[config.mk]
export PLATFORM = sky130hd
export DESIGN_NAME = elevator_controller
export DESIGN_NICKNAME = d
export VERILOG_FILES = /design/src/rtl/elevator_controller.sv
export SDC_FILE = /design/constraint.sdc
export NUM_CORES = 1
export LEC_CHECK = 0
export CAP_MARGIN = 20
export CORE_AREA = 8 8 101 103
export CTS_CLUSTER_SIZE = 28
export DETAILED_ROUTE_END_ITERATION = 8
export DIE_AREA = 0 0 109 111
export GPL_ROUTABILITY_DRIVEN = 0
export PLACE_DENSITY_LB_ADDON = 0.25
export SLEW_MARGIN = 25
export SYNTH_ARGS = -nofsm -noshare
export SYNTH_HDL_FRONTEND = slang
export SYNTH_SLANG_ARGS = --single-unit
[constraint.sdc]
create_clock -name clock -period 2.31 [get_ports clock]
set_input_delay 0.5775 -clock clock [delete_from_list [all_inputs] [get_ports clock]]
set_output_delay 0.5775 -clock clock [all_outputs]
set_load 0.02 [all_outputs]
[src/rtl/elevator_controller.sv]
// elevator_controller: SCAN-scheduled single-car controller; latches floor calls and
// drives registered engine/door commands from the car's floor and door sensors.
module elevator_controller #(
    parameter int BUTTONS_WIDTH = 8,
    parameter int FLOOR_W       = 3,
    parameter int DOOR_DWELL    = 16,
    parameter int MOVE_TIMEOUT  = 1000
) (
    input  logic                     clock,
    input  logic                     a_reset,
    input  logic [BUTTONS_WIDTH-1:0] buttons,
    input  logic [1:0]               sensor_door,
    input  logic                     sensor_up,
    input  logic                     sensor_down,
    output logic [1:0]               engine,
    output logic [1:0]               door,
    output logic [FLOOR_W-1:0]       floor,
    output logic [BUTTONS_WIDTH-1:0] pending,
    output logic                     dir_up,
    output logic                     fault
);
    typedef enum logic [2:0] {S_IDLE, S_MOVE, S_OPEN, S_DWELL, S_CLOSE, S_FAULT} state_t;
    localparam int WD_W = $clog2(MOVE_TIMEOUT + 1);
    localparam int DW_W = $clog2(DOOR_DWELL + 1);
    localparam logic [FLOOR_W-1:0] TOP = FLOOR_W'(BUTTONS_WIDTH - 1);

    state_t                   r_state, w_state;
    logic [FLOOR_W-1:0]       r_floor, w_floor, w_nf;
    logic [BUTTONS_WIDTH-1:0] r_pending, w_req, w_served;
    logic                     r_dir_up, w_dir_up, r_fault;
    logic [1:0]               r_engine, w_engine, r_door, w_door;
    logic [WD_W-1:0]          r_wdog, w_wdog;
    logic [DW_W-1:0]          r_dwell, w_dwell;
    logic                     w_above, w_below, w_go_up, w_hit, w_limit, w_ahead;

    function automatic logic [BUTTONS_WIDTH-1:0] side_mask(input logic [FLOOR_W-1:0] f, input logic up);
        logic [BUTTONS_WIDTH-1:0] m;
        for (int i = 0; i < BUTTONS_WIDTH; i++) m[i] = up ? (i > int'(f)) : (i < int'(f));
        return m;
    endfunction

    // Decisions see this cycle's presses so commands follow a press by one cycle.
    assign w_req    = r_pending | buttons;
    assign w_served = (r_state == S_OPEN || r_state == S_DWELL) ? BUTTONS_WIDTH'(1) << r_floor : '0;
    assign w_above  = |(w_req & side_mask(r_floor, 1'b1));
    assign w_below  = |(w_req & side_mask(r_floor, 1'b0));
    assign w_go_up  = r_dir_up ? w_above : !w_below;
    assign w_hit    = r_dir_up ? sensor_up : sensor_down;
    assign w_limit  = r_dir_up ? (r_floor == TOP) : (r_floor == '0);
    assign w_nf     = r_dir_up ? r_floor + 1'b1 : r_floor - 1'b1;
    assign w_ahead  = |(w_req & side_mask(w_nf, r_dir_up));

    always_comb begin
        w_state  = r_state;
        w_floor  = r_floor;
        w_dir_up = r_dir_up;
        w_wdog   = r_wdog;
        w_dwell  = r_dwell;
        w_engine = 2'd0;
        w_door   = 2'd0;
        case (r_state)
            S_IDLE: begin
                if (w_req[r_floor]) begin
                    w_state = S_OPEN;
                    w_door  = 2'd1;
                end else if (w_above || w_below) begin
                    w_state  = S_MOVE;
                    w_dir_up = w_go_up;
                    w_engine = w_go_up ? 2'd2 : 2'd1;
                    w_wdog   = '0;
                end
            end
            S_MOVE: begin
                w_engine = r_dir_up ? 2'd2 : 2'd1;
                if (w_hit) begin
                    w_wdog = '0;
                    if (w_limit) begin
                        w_state  = S_IDLE;
                        w_engine = 2'd0;
                    end else begin
                        w_floor = w_nf;
                        if (w_req[w_nf]) begin
                            w_state  = S_OPEN;
                            w_engine = 2'd0;
                            w_door   = 2'd1;
                        end else if (!w_ahead) begin
                            w_state  = S_IDLE;
                            w_engine = 2'd0;
                        end
                    end
                end else if (r_wdog == WD_W'(MOVE_TIMEOUT - 1)) begin
                    w_state  = S_FAULT;
                    w_engine = 2'd0;
                end else begin
                    w_wdog = r_wdog + 1'b1;
                end
            end
            S_OPEN: begin
                w_state = sensor_door == 2'd1 ? S_DWELL : S_OPEN;
                w_door  = sensor_door == 2'd1 ? 2'd0 : 2'd1;
                w_dwell = '0;
            end
            S_DWELL: begin
                if (buttons[r_floor]) begin
                    w_dwell = '0;
                end else if (r_dwell == DW_W'(DOOR_DWELL - 1)) begin
                    w_state = S_CLOSE;
                    w_door  = 2'd2;
                end else begin
                    w_dwell = r_dwell + 1'b1;
                end
            end
            S_CLOSE: begin
                w_state = sensor_door == 2'd2 ? S_IDLE : S_CLOSE;
                w_door  = sensor_door == 2'd2 ? 2'd0 : 2'd2;
            end
            S_FAULT: w_state = S_FAULT;
            default: w_state = S_IDLE;
        endcase
    end

    always_ff @(posedge clock or posedge a_reset) begin
        if (a_reset) begin
            r_state   <= S_IDLE;
            r_floor   <= '0;
            r_pending <= '0;
            r_dir_up  <= 1'b1;
            r_fault   <= 1'b0;
            r_engine  <= 2'd0;
            r_door    <= 2'd0;
            r_wdog    <= '0;
            r_dwell   <= '0;
        end else begin
            r_state   <= w_state;
            r_floor   <= w_floor;
            r_pending <= w_req & ~w_served;
            r_dir_up  <= w_dir_up;
            r_fault   <= w_state == S_FAULT;
            r_engine  <= w_engine;
            r_door    <= w_door;
            r_wdog    <= w_wdog;
            r_dwell   <= w_dwell;
        end
    end

    assign engine  = r_engine;
    assign door    = r_door;
    assign floor   = r_floor;
    assign pending = r_pending;
    assign dir_up  = r_dir_up;
    assign fault   = r_fault;
endmodule

==> results.txt <==
status: finished clean
# IOs: 31
vias: 2,551
initial core utilization: 30.3%
WL/cell: 17.0 um
Tot GR Track Use: 13.2%
Pre-antenna DRT Iters: 7
crit path max fanout: 7
DIE WIDTH: 109 um
# port buffers: 30
ratio of cells with drive above 1 in the final layout: 31.6%
H-tree depth: 2
final core occ: 43.2%
Max Clock Skew: 0.00571 ns
CORE AREA: 0.00855 mm^2
pwr dens: 1140 mW/mm^2
clock insertion delay at the later pin of the skew report: 0.28 ns
Synth Warn #: 0
Crit Path Class: in2reg
Area Growth Syn to Fin: 42.4%
Max Clk Rate: 0.447 GHz
vias in the first global route: 2,526
Synth cell types: 69
initial antenna violation count: 0
Mean Syn Cell Area: 9.23 um^2
Vert. Die Dim: 111 um
Initial DRC Count: 141
hold slack: 0.499 ns
dominant cells by area after synthesis: dfrtp_1, ha_1, mux2i_1
Worst path slowest cell: nor4_1
GRT overflow: 0
die area: 0.0121 mm^2
critical-path cell list: dlygate4sd2_1 > nor4_1 > nand4_1 > a21oi_4 > buf_4 > o22a_1 > a22oi_2
final net count: 384
root buf cell: clkbuf_8
Max Slew Vio Count: 0
DRC viols: 0
Max clock buf depth: 2
register area share after synthesis: 33.8%
Final Hold Vio Count: 0
final count of negative-setup-slack endpoints: 0
Final min period: 2.23 ns
unrepaired setup endpoints after global routing: yes
Synth Net Count: 305
CP Capture Type: register
final WL: 7.96 mm
Hold Crit Class: reg2reg
most frequent cell after synthesis: dfrtp_1
Worst Path Required: 2.47 ns
post-synthesis cell area: 0.00259 mm^2
first-pass GRT wire length: 13.2 mm
ys async rst share: 100%
Synth area leader: dfrtp_1
max_slew headroom: 62.5%
clk slew on worst S/H paths: 0.08 ns
largest net degree at the start of global routing: 36
n_diodes: 0
row count: 34
CP max stage delay: 0.45 ns
Yosys top cell area share: 32.8%
top post-synthesis cells by count: dfrtp_1, nand2_1, nor2_1, o21ai_0, a21oi_1
Main synth FF type: dfrtp_1
Fill cells: 811
Vias/cell: 5.44
Num Clock Sinks: 35
Worst setup SP type: input port
Syn Inst Count: 281
CTS tree: yes
Slew @ Worst Pin: 0.557 ns
Routed Antenna Nets: 0
Post-CTS Hold Buffers: 0
synthesized flop and latch total: 35
leakage power: 1.52 nW
total clock buffers created by CTS: 5
HPWL Detailed: 5.92 mm
max-cap violations: 0
Tcrit/Tclk final: 96.7%
Final Cell Area: 0.00369 mm^2
WP data arrival: 2.39 ns
placed instance area: 0.00331 mm^2
setup tns final: 0 ns
peak supply drop: 0.483 mV
Post-synth EDFFs: 0
==> layout make-up <==
type                            count  area (um^2)  share of cell area, %
Clock inverter                      3         67.6                   1.83
Clock buffer                        5         68.8                   1.86
Sequential cell                    35          883                   23.9
Multi-Input combinational cell    223         1780                   48.1
Inverter                           12         60.1                   1.63
Tap cell                          108          135                   3.66
Timing Repair Buffer               83          701                   19.0
==> layer usage <==
metal	global-route usage, %	wire [um]	share of wire, %
met1	18.0	3730	47
met3	2.56	382	4.8
met2	20.8	3770	47
met5	0	0	0
met4	2.56	74	0.93
==> registers in the layout, summed over array words and instances (netlist names) <==
name and flops:
r_wdog 10, pending 8, r_dwell 5, floor 3
r_state 3, door 2, engine 2, dir_up 1
fault 1
==> worst max-delay path: cells and delay by family <==
family / cells / cell delay, ns
AO/OA/AOI/OAI: 3 / 0.55
buffers and inverters: 2 / 0.48
AND/OR/NAND/NOR: 2 / 0.79
==> logic make-up (layout without fill, tap and decap cells) <==
family,count (synthesis),after routing,synth area share [%]
XOR/XNOR,6,6,2.32
AO/OA/AOI/OAI,91,92,24.9
buffers and inverters,24,103,5.40
multiplexers,13,13,6.37
adder cells (fa/ha/maj),10,10,4.82
flip-flops,35,35,33.8
AND/OR/NAND/NOR,102,102,22.3
==> layout by cell type (no fill, tap or decap), drive strengths merged, types with 8 or more instances in the layout <==
cell type / count
dfrtp: 34
ha: 10
a31oi: 15
clkdlybuf4s50: 20
mux2i: 9
buf: 53
nor3: 8
a21oi: 17
inv: 12
nor4: 8
o21ai: 22
nand2: 22
nor2: 26
==> stage by stage <==
step | worst slack [ns] | std cells | power, W
2_1_floorplan | 0.0106 | 281 | 0.00224
3_3_place_gp | -0.492 | 456 | 0.00312
3_5_place_dp | -0.490 | 456 | 0.00312
4_1_cts | 0.00116 | 467 | 0.00394
5_1_grt | -0.0295 | 469 | 0.00450
6_report | 0.0752 | 469 | 0.00421
==> where the power goes <==
part	switching (W)	total (W)	internal, W
registers	0.000212	0.000970	0.000758
clock network	0.000229	0.000659	0.000431
logic	0.00136	0.00258	0.00122
==> worst paths after layout <==
| path | start | endpoint | slack [ns] | depth (start not counted) |
|---|---|---|---|---|
| setup reg to reg | floor[0]$_DFFE_PP0P_ | engine[0]$_DFF_PP0_ | 0.08 | 9 |
| hold reg to reg | r_wdog[9]$_DFFE_PP0P_ | r_wdog[9]$_DFFE_PP0P_ | 0.50 | 1 |
| max in group asynchronous | a_reset | floor[1]$_DFFE_PP0P_ | 1.27 | 3 |
| hold / removal | r_wdog[9]$_DFFE_PP0P_ | r_wdog[9]$_DFFE_PP0P_ | 0.50 | 1 |
| setup / recovery | buttons[3] | engine[0]$_DFF_PP0_ | 0.08 | 7 |
| min in group asynchronous | a_reset | fault$_DFF_PP0_ | 0.69 | 3 |
==> repair_timing <==
action                     CTS  global route
gates resized for setup     18            30
setup endpoints to repair   17            16
pin swaps                    4            11
buffers inserted             2             2
gates cloned                 1             0
(Power assumes the default switching activity.)
==> patch (same flow settings) <==
Take the reset off `r_pending` and load it in a clocked block of its own.
--- a/src/rtl/elevator_controller.sv
+++ b/src/rtl/elevator_controller.sv
@@ -123,7 +123,6 @@
         if (a_reset) begin
             r_state   <= S_IDLE;
             r_floor   <= '0;
-            r_pending <= '0;
             r_dir_up  <= 1'b1;
             r_fault   <= 1'b0;
             r_engine  <= 2'd0;
@@ -133,7 +132,6 @@
         end else begin
             r_state   <= w_state;
             r_floor   <= w_floor;
-            r_pending <= w_req & ~w_served;
             r_dir_up  <= w_dir_up;
             r_fault   <= w_state == S_FAULT;
             r_engine  <= w_engine;
@@ -141,6 +139,10 @@
             r_wdog    <= w_wdog;
             r_dwell   <= w_dwell;
         end
+    end
+
+    always_ff @(posedge clock) begin
+        r_pending <= w_req & ~w_served;
     end
 
     assign engine  = r_engine;
Function: changed (Yosys sat finds a counterexample within 4 cycles, from zero or initial values and one cycle with a_reset high).
==> patch against the original RTL <==
  * The run now ends with setup timing left
  * Routed wire length shrank 12%
  * Design area decreased by 12%
  * Area after synthesis down 14%
  * Count of clock-buffer cells in the layout is the same
  * Maximum frequency down 6.1%
  * First-iteration DRC count is 23% lower
  * Via count down 11%
  * Setup slack worse by 140 ps
  * Sequential cell count unchanged
  * Global-route usage fell by 1.3 points
  * Critical path type is now reg2reg
  * Largest cell class unchanged
  * Highest routed layer unchanged
Power is left out: it rests on default switching activity, and per cell area and clock period it moved more than threefold.
==> patch: results (changes against the original RTL) <==
largest net degree at the start of global routing=28 (-22%); worst skew pair latency=290 ps; Pre-Repair DR Iteration Count=4 (-3); CP arrival=2540 ps (+150 ps); Synthesized Nets=277 (-9.2%); Final Setup Violations=2 (+2); Compound-Gate Fraction of Synth Area=23.5% (-1.5 points); DR vias=2282 (-11%); nets=352 (-8.3%); met2 usage=18.3% (-2.5 points); met1 Track Usage GR=15.9% (-2.1 points); Post-CTS Resized=16 (-2); drt initial violations=109 (-23%); global-route wire length before repair=11600 µm (-12%); Synth async-reset ratio=77.1% (-23 points); Buffers on Ports=30 (unchanged); Netlist cell types=55 (-20%); non-filler cells, final=437 (-6.8%); clk_skew=7.43 ps (+1.72 ps); dpl cells=422 (-7.5%); Final Routed Wirelength=7020 µm (-12%); adder-cell share of the synthesized area=5.58% (+0.76 points); HPWL after DPL=5130 µm (-13%); Crit Path Max Fanout=8 (+1); synth cell count leaders=26 x dfrtp_1, 23 x nor2_1, 22 x o21ai_0; Worst Tran Pin Value=435 ps (-122 ps); violated checks=setup timing; Synth Area in XOR/XNOR=1.90% (-0.42 points); gr usage total=11.9% (-1.3 points); mux cell area share after synthesis=8.21% (+1.8 points); synth top area cells=dfrtp_1 29%, dfxtp_1 7.1%, ha_1 5.6%; status=finished, violations left; area post-placement=0.00298 mm² (-10%); fraction of layout cells with a size suffix above 1=27.1% (-4.5 points); post-CTS setup buffer count=4 (+2); fin worst setup slack=-69.2 ps (-144 ps); share of the yosys chip area belonging to registers=37.4% (+3.5 points); Syn Inst Count=253 (-10%)
[patch: cell count changes in the layout (fill, tap and decap cells not counted), sizes merged, moves of 4 or more]
cell,before,now
a31oi,15,8
buf,53,45
dfrtp,34,26
dfxtp,0,8
dlygate4sd2,7,3
o21ai,22,26
[patch: final timing paths]
kind                                 start    endpoint  slack, ps  depth (start not counted)
worst max-delay path              floor[0]     door[0]        -70                          7
min in group asynchronous          a_reset   r_wdog[8]        650                          3
worst min-delay path            r_dwell[4]  r_dwell[4]        480                          2
max in group asynchronous          a_reset      dir_up       1340                          3
worst min register to register  r_dwell[4]  r_dwell[4]        480                          2
worst max register to register    floor[0]     door[0]        -70                          7
[patch: logic make-up after synthesis]
family | Yosys count
flops | 35
mux | 12
compound gates | 83
buf+inv | 21
fa+ha+maj | 10
xor+xnor | 4
simple gates | 88
[patch: per-stage QoR]
| step | setup slack, ps | TNS (ps) |
|---|---|---|
| finish | -69.2 | -81.0 |
| global route | -149 | -464 |
| CTS | -71.1 | -86.6 |
| detailed placement | -511 | -7240 |
| global placement | -400 | -6180 |
| floorplan | -46.3 | -46.3 |
[patch: layer usage]
metal	part of all wire [%]	wire [µm]	vias up
met5	0	0	-
met4	1.5	107	0
met2	47	3290	64
met3	5.1	358	9
met1	46	3260	1108
li1	-	-	1101
[patch: cell type report]
cell class / count / area, µm²
multi-input cells: 198 / 1470
clock inverters: 3 / 43.8
flip-flops and latches: 35 / 840
repair buffers: 75 / 644
clock buffers: 5 / 68.8
well taps: 108 / 135
fillers: 850 / 5290
inverters: 13 / 61.3
[patch: critical path, cell delays in order, from the launching register on]
cell,delay (ps)
dfrtp_2,460
clkinv_8,70
ha_4,290
xor2_4,280
mux2i_1,140
mux4_2,550
nor2b_4,160
a221o_1,290
